`config.mk`:
```
export PLATFORM = sky130hd
export DESIGN_NAME = mario_sprite_renderer
export DESIGN_NICKNAME = d
export VERILOG_FILES = /design/src/rtl/mario_sprite_renderer.sv
export SDC_FILE = /design/constraint.sdc
export NUM_CORES = 1
export LEC_CHECK = 0
export BUFFER_PORTS_ARGS = -buffer_cell sky130_fd_sc_hd__buf_2
export CAP_MARGIN = 10
export CORE_UTILIZATION = 53
export DETAILED_ROUTE_END_ITERATION = 10
export PLACE_DENSITY = 0.8
export SKIP_CTS_REPAIR_TIMING = 1
export SYNTH_ARGS = -nofsm -noshare
export SYNTH_HDL_FRONTEND = slang
export SYNTH_SLANG_ARGS = --single-unit
```
`constraint.sdc`:
```
create_clock -name Clk -period 3.45 [get_ports Clk]
set_input_delay 0.69 -clock Clk [delete_from_list [all_inputs] [get_ports Clk]]
set_output_delay 0.69 -clock Clk [all_outputs]
set_load 0.005 [all_outputs]
```
`src/rtl/mario_sprite_renderer.sv`:
```
// Two-stage pixel renderer for the Mario sprite: maps screen coordinates to ROM texel
// addresses, then turns the returned palette index into an RGB pixel with an opaque flag.
module mario_sprite_renderer #(
    parameter int          SPRITE_SIZE  = 16,
    parameter int          SCALE_SHIFT  = 1,
    parameter logic [11:0] COLOR_RED    = 12'hF00,
    parameter logic [11:0] COLOR_DARK   = 12'h630,
    parameter logic [11:0] COLOR_LIGHT  = 12'hFA6,
    parameter int          FLASH_PERIOD = 8
) (
    input  logic        Clk,
    input  logic        Reset,
    input  logic        frame_start,
    input  logic        pix_valid,
    input  logic [9:0]  drawX,
    input  logic [9:0]  drawY,
    input  logic [9:0]  mario_x,
    input  logic [9:0]  mario_y,
    input  logic        facing_left,
    input  logic        flash_en,
    output logic [3:0]  rom_x,
    output logic [3:0]  rom_y,
    input  logic [1:0]  rom_pal,
    output logic        pix_out_valid,
    output logic        sprite_on,
    output logic [11:0] sprite_rgb
);

    localparam int CNT_W = (FLASH_PERIOD > 2) ? $clog2(FLASH_PERIOD) : 1;
    localparam logic signed [10:0] BOX_S      = 11'(SPRITE_SIZE << SCALE_SHIFT);
    localparam logic [CNT_W-1:0]   FLASH_HALF = CNT_W'(FLASH_PERIOD / 2);
    localparam logic [CNT_W-1:0]   FLASH_LAST = CNT_W'(FLASH_PERIOD - 1);

    function automatic logic [11:0] f_palette(input logic [1:0] pal);
        case (pal)
            2'b01:   return COLOR_RED;
            2'b10:   return COLOR_DARK;
            2'b11:   return COLOR_LIGHT;
            default: return 12'h000;
        endcase
    endfunction

    logic [9:0]       r_shadow_x;
    logic [9:0]       r_shadow_y;
    logic             r_shadow_face;
    logic [CNT_W-1:0] r_flash_cnt;
    logic             r_valid_p1;
    logic             r_hit_p1;

    logic signed [10:0] w_dx_p0;
    logic signed [10:0] w_dy_p0;
    logic               w_hit_p0;
    logic [3:0]         w_tx_raw_p0;
    logic [3:0]         w_tx_p0;
    logic [3:0]         w_ty_p0;
    logic               w_visible;
    logic               w_on_p1;

    // Hit test runs against the frame-latched shadow position, never the live inputs.
    assign w_dx_p0     = $signed({1'b0, drawX}) - $signed({1'b0, r_shadow_x});
    assign w_dy_p0     = $signed({1'b0, drawY}) - $signed({1'b0, r_shadow_y});
    assign w_hit_p0    = pix_valid && !w_dx_p0[10] && (w_dx_p0 < BOX_S)
                                   && !w_dy_p0[10] && (w_dy_p0 < BOX_S);
    assign w_tx_raw_p0 = 4'(w_dx_p0 >>> SCALE_SHIFT);
    assign w_ty_p0     = 4'(w_dy_p0 >>> SCALE_SHIFT);
    assign w_tx_p0     = r_shadow_face ? (4'd15 - w_tx_raw_p0) : w_tx_raw_p0;

    assign w_visible   = !flash_en || (r_flash_cnt < FLASH_HALF);
    assign w_on_p1     = r_valid_p1 && r_hit_p1 && (rom_pal != 2'b00) && w_visible;

    always_ff @(posedge Clk or posedge Reset) begin
        if (Reset) begin
            r_shadow_x    <= '0;
            r_shadow_y    <= '0;
            r_shadow_face <= 1'b0;
            r_flash_cnt   <= '0;
            r_valid_p1    <= 1'b0;
            r_hit_p1      <= 1'b0;
            rom_x         <= '0;
            rom_y         <= '0;
            pix_out_valid <= 1'b0;
            sprite_on     <= 1'b0;
            sprite_rgb    <= '0;
        end else begin
            if (frame_start) begin
                r_shadow_x    <= mario_x;
                r_shadow_y    <= mario_y;
                r_shadow_face <= facing_left;
            end
            if (!flash_en)
                r_flash_cnt <= '0;
            else if (frame_start)
                r_flash_cnt <= (r_flash_cnt == FLASH_LAST) ? '0 : r_flash_cnt + 1'b1;

            // stage 1: texel address to the ROM
            r_valid_p1 <= pix_valid;
            r_hit_p1   <= w_hit_p0;
            rom_x      <= w_hit_p0 ? w_tx_p0 : 4'd0;
            rom_y      <= w_hit_p0 ? w_ty_p0 : 4'd0;

            // stage 2: palette lookup and visibility
            pix_out_valid <= r_valid_p1;
            sprite_on     <= w_on_p1;
            sprite_rgb    <= w_on_p1 ? f_palette(rom_pal) : 12'h000;
        end
    end

endmodule
```
After elaboration in Yosys (flattened, before gate mapping)
Index checks and enable logic that the tools add are counted.
{"block": "op_classes", "addsub": 4, "reduce_logical": 12, "muxes": 8, "n_eq_ne": 5, "order_cmp": 3}
{"cell": "$pmux W12 S3", "n": 1}
{"cell": "$lt A11 B7 Y1 const B", "n": 2}
{"cell": "$sub A10 B10 Y11", "n": 2}
{"cell": "$mux W12", "n": 1}
{"cell": "$mux W4", "n": 3}
{"cell": "$mux W3", "n": 3}
{"cell": "$logic_and A1 B1 Y1", "n": 7}
{"cell": "$eq A2 B2 Y1 const B", "n": 2}
{"cell": "$sub A4 B4 Y4 const A", "n": 1}
{"cell": "$add A3 B1 Y3 const B", "n": 1}
{"cell": "$eq A3 B3 Y1 const B", "n": 1}
{"cell": "$logic_not A1 Y1", "n": 3}
{"cell": "$lt A3 B3 Y1 const B", "n": 1}
{"cell": "$eq A2 B1 Y1 const B", "n": 1}
{"cell": "$ne A2 B2 Y1 const B", "n": 1}
{"cell": "$reduce_bool A2 Y1", "n": 1}
{"cell": "$logic_or A1 B1 Y1", "n": 1}
{"block": "word_totals", "regBits": 48, "elab_cells": 43, "output_inout_bits": 22, "input_bits": 48}

Logic depth before layout (Yosys ltp)
{"block": "depth", "ltp_word": 7, "ltp_mapped": 10, "mapped_depth_nobuf": 8}

Worst setup path before layout
Ideal clock, no wire load.
{"block": "synth_timing", "kind": "input to register", "from": "input port drawX[0]", "to": "register r_hit_p1", "path_buffers": 0, "setup_ns": 0.069, "slack_ns": 0.550, "path_stages": 8, "arrival_time_ns": 2.832, "path_cell_list": "nand2b_1 > fa_1 > a21o_1 > a221oi_1 > mux2i_1 > nand4_1 > nor4_1 > and3_1"}
{"block": "synth_via", "elab_chain_cells": 6, "elab_cells_between_ends": 7}
{"item": "start: declaration", "line_no": "15", "source": "input logic [9:0] drawX,"}
{"item": "$sub A10 B10 Y11 (*)", "line_no": "60", "source": "assign w_dx_p0 = $signed({1'b0, drawX}) - $signed({1'b0, r_shadow_x});"}
{"item": "parallel branches: the longest is 2 deep, another holds $lt A11 B7 Y1"}
{"item": "$logic_and A1 B1 Y1 (*)", "line_no": "62", "source": "assign w_hit_p0 = pix_valid && !w_dx_p0[10] && (w_dx_p0 < BOX_S)"}
{"item": "$logic_and A1 B1 Y1 (*) (2 in a row)", "line_no": "63", "source": "&& !w_dy_p0[10] && (w_dy_p0 < BOX_S);"}
{"item": "via w_hit_p0", "line_no": "52", "source": "logic w_hit_p0;"}
{"item": "end signal: assignment", "line_no": "97", "source": "r_hit_p1 <= w_hit_p0;"}
{"item": "end: declaration", "line_no": "48", "source": "logic r_hit_p1;"}
Mark *: on every way through the listed nets, which the timed path passes.
A chain may end at the register's enable or synchronous reset.

Worst setup path after layout
{"block": "layout_timing", "from": "input port drawX[4]", "to": "register rom_x[1]"}
{"block": "layout_via", "elab_chain_cells": 7, "elab_cells_between_ends": 8}
{"item": "$sub A10 B10 Y11 (*)", "line_no": "60"}
{"item": "parallel branches: the longest is 2 deep, another holds $lt A11 B7 Y1"}
{"item": "$logic_and A1 B1 Y1 (*)", "line_no": "62"}
{"item": "$logic_and A1 B1 Y1 (*) (2 in a row)", "line_no": "63"}
{"item": "$mux W4 (*)", "line_no": "98", "source": "rom_x <= w_hit_p0 ? w_tx_p0 : 4'd0;"}
{"item": "end signal: assignment", "line_no": "98"}
{"item": "end: declaration", "line_no": "21", "source": "output logic [3:0] rom_x,"}
Mark *: on every way between the ends.

==> impl_metrics.py <==
metrics = {
    "setup_path": {
        "reg2reg_from": "r_shadow_x[4]",
        "rrSetupSlack_ns": 0.81,
        "crit_start": "drawX[4]",
        "cp_max_fo": 9,
        "required_ns": 3.69,
        "start_kind": "input pin",
        "cp-end-kind": "register",
        "path_class": "input pin to register",
        "critPathArrivalTime_ns": 2.98,
    },
    "min_path": {
        "min_path_type": "register to register",
        "hold_start": "r_valid_p1",
    },
    "yosys": {
        "ys.flop_type": "dfrtp_1",
        "post-synth-top-count-cell": "dfrtp_1",
        "synth-xor-area-share_pct": 4.01,
        "synth_compound_area_share_pct": 18.5,
        "synth_top_family_by_area": "compound AO/OA/AOI/OAI gates",
        "synth_area_leader_cell": "dfrtp_1",
        "synthTopCellsByCount": "41 x dfrtp_1, 25 x inv_1, 24 x o21ai_0",
        "postSynth.asyncResetShare_pct": 100,
        "synth_adder_area_share_pct": 11.1,
        "yosysWarnings": 0,
        "netlist_instances": 276,
        "synth_edf_count": 0,
        "synth_area_per_cell_sq_um": 9.50,
        "synth_area_leaders": "dfrtp_1 39%, ha_1 9.5%, o21ai_0 4.6%",
        "synth_top_area_share_pct": 39.1,
        "seq_area_frac_synth_pct": 39.1,
        "ys_ff_latch": 41,
        "synth_simple_gate_area_share_pct": 17.1,
        "netlist_area_sq_mm": 0.00262,
        "synth_cell_type_count": 54,
        "synthMuxAreaShare_pct": 2.43,
    },
    "floorplanning": {
        "dieWidth_microns": 72.3,
        "die_h_microns": 72.3,
        "start_util_pct": 55.1,
        "ioPinCount": 70,
        "die_area_sq_mm": 0.00523,
        "num_rows": 25,
        "core_sq_mm": 0.00475,
    },
    "sta": {
        "fin_crit_sh_pct": 79.4,
        "fmax_mhz": 365,
        "relSlewSlack_pct": 55.3,
        "maxSlewViolCount": 0,
        "fin_skew_ns": 0.00552,
        "tns_ns": 0,
        "rsz0062_at_grt": "no",
        "whs_ns": 0.386,
        "min_period_ns": 2.74,
        "worstMarginPinSlew_ns": 0.670,
        "hold_viol_final": 0,
        "finalSetupViolCount": 0,
    },
    "clock_network": {
        "cts-root-buf": "clkbuf_8",
        "clock_path_buffers": 2,
        "cts-htree-levels": 2,
        "cts_sinks": 41,
        "clock_latency_ns": 0.30,
        "clk_pin_slew_ns": 0.08,
        "tritoncts": "yes",
        "numCtsBuffers": 5,
    },
    "cells_and_area": {
        "antenna_cells": 0,
        "final_nets": 407,
        "drive_above_1_share_pct": 26.6,
        "regArea_sq_mm": 0.00103,
        "syn2layout_area_growth_pct": 17.7,
        "multiInputGateArea_sq_mm": 0.00140,
        "nFillCells": 431,
    },
    "power_and_ir_drop": {
        "p_seq_share_pct": 40.0,
        "ir_drop_mv": 0.202,
        "p_clk_share_pct": 30.5,
        "finalPower_mw": 1.29,
        "combinationalPowerShare_pct": 29.5,
        "sw_frac_of_total_pct": 30.9,
        "power.switching_uw": 398,
        "leakagePower_nw": 1.60,
        "p_int_uw": 890,
        "power_density_mw_per_mm2": 418,
    },
    "drt": {
        "met3WireLength_microns": 246,
        "vias": 2160,
        "dr_wl_met2_microns": 2430,
        "dr.pass1.iters": 4,
        "wl_microns": 5240,
        "drc": 0,
        "drt_iter0_markers": 51,
        "antenna_left": 0,
        "wl_met1_microns": 2460,
        "highest-signal-layer": "met4",
        "avgViaCountPerCell": 5.33,
        "wl_per_cell_microns": 12.9,
    },
    "global_routing": {
        "track_usage_pct": 21.4,
        "grt_pass1_vias": 2065,
        "grt_pass1_wl_microns": 8710,
        "overflow": 0,
        "grt_max_degree": 44,
        "antenna_found_initial": 0,
    },
    "place": {
        "io_buffers": 66,
        "gp_congestion": 0.879,
        "hpwl_microns": 3970,
    },
    "outcome": {
        "status": "finished, final reports clean",
    },
    "flow_run": {
        "max-cap-violations": 0,
    },
}
-- cell type report --
cell class	instances	share of cell area (%)
multi-input cells	193	45.5
inverters	26	3.16
repair buffers	70	11.7
well taps	67	2.72
clock inverters	3	1.50
flip-flops and latches	41	33.3
clock buffers	5	2.23
-- layout by cell type (no fill, tap or decap), types with 2 or more instances in the layout --
cell type / netlist / routed
fa_1: 2 / 2
and2_1: 4 / 4
o21bai_1: 2 / 2
and3_1: 14 / 14
nand2_1: 23 / 23
nand3b_1: 3 / 3
o21ai_0: 24 / 24
a21oi_1: 12 / 12
buf_2: 1 / 66
nor2b_1: 6 / 6
dfrtp_1: 41 / 41
inv_1: 25 / 25
nand2b_1: 4 / 4
o2111ai_1: 3 / 3
o32ai_1: 3 / 3
nor4_1: 8 / 8
nand4_1: 2 / 2
xnor2_1: 10 / 10
xor2_1: 2 / 2
a2111oi_0: 2 / 2
ha_1: 20 / 20
nand3_1: 4 / 4
a31o_2: 3 / 3
a21o_1: 7 / 7
nor3b_1: 2 / 2
mux2i_1: 3 / 3
conb_1: 1 / 3
a211oi_1: 2 / 2
clkbuf_8: 0 / 5
o211ai_1: 2 / 2
nor2_1: 2 / 2
mux2_2: 3 / 3
buf_4: 7 / 4
-- metal layers --
metal  vias up  GRT usage (%)
li1       1096              -
met1       995           25.6
met2        58           37.2
met3        11           4.86
met4         0           8.50
met5         -              0
-- power by group through the flow --
stage	clock [mW]	sequential [mW]	combinational [mW]
4_1_cts	0.400	0.516	0.379
6_report	0.393	0.516	0.380
5_1_grt	0.414	0.519	0.425
3_3_place_gp	0	0.524	0.370
2_1_floorplan	0	0.521	0.285
3_5_place_dp	0	0.526	0.376
-- kinds of logic after synthesis --
kind of cell	after synthesis
xor gates and xnor gates	12
adders and majority gates	22
muxes	6
buffers and inverters	44
other	1
AOI/OAI and AO/OA	71
and+or+nand+nor	79
DFF	41
-- path summary, 6_finish.rpt --
check / end / cells past startpoint
max: rom_x[1] / 8
min: pix_out_valid / 0
max reg2reg: rom_x[1] / 8
min reg2reg: pix_out_valid / 0
max in group asynchronous: r_flash_cnt[0] / 3
min in group asynchronous: r_shadow_y[9] / 3
-- registers in the layout, summed over array words and instances (netlist names) --
signal / count
r_shadow_y: 10
r_shadow_x: 10
sprite_rgb: 5
r_hit_p1: 1
rom_y: 4
sprite_on: 1
r_valid_p1: 1
r_flash_cnt: 3
rom_x: 4
pix_out_valid: 1
r_shadow_face: 1
-- per-stage QoR --
stage               setup slack, ns  area (sq um)  instances  util (%)
detailed placement            0.421          2970        397      62.5
CTS                           0.724          3090        405      64.9
global route                  0.504          3090        405      64.9
finish                        0.710          3090        405      64.9
global placement              0.450          2970        397      62.5
floorplan                     0.550          2630        278         -
-- worst max-delay path, stage by stage --
cell       delay, ns
buf_2           0.10
ha_1            0.39
a21o_1          0.22
a21oi_2         0.22
o2111ai_1       0.16
or4_1           0.70
nor4_1          0.31
and3_1          0.19
(Power assumes the default switching activity.)
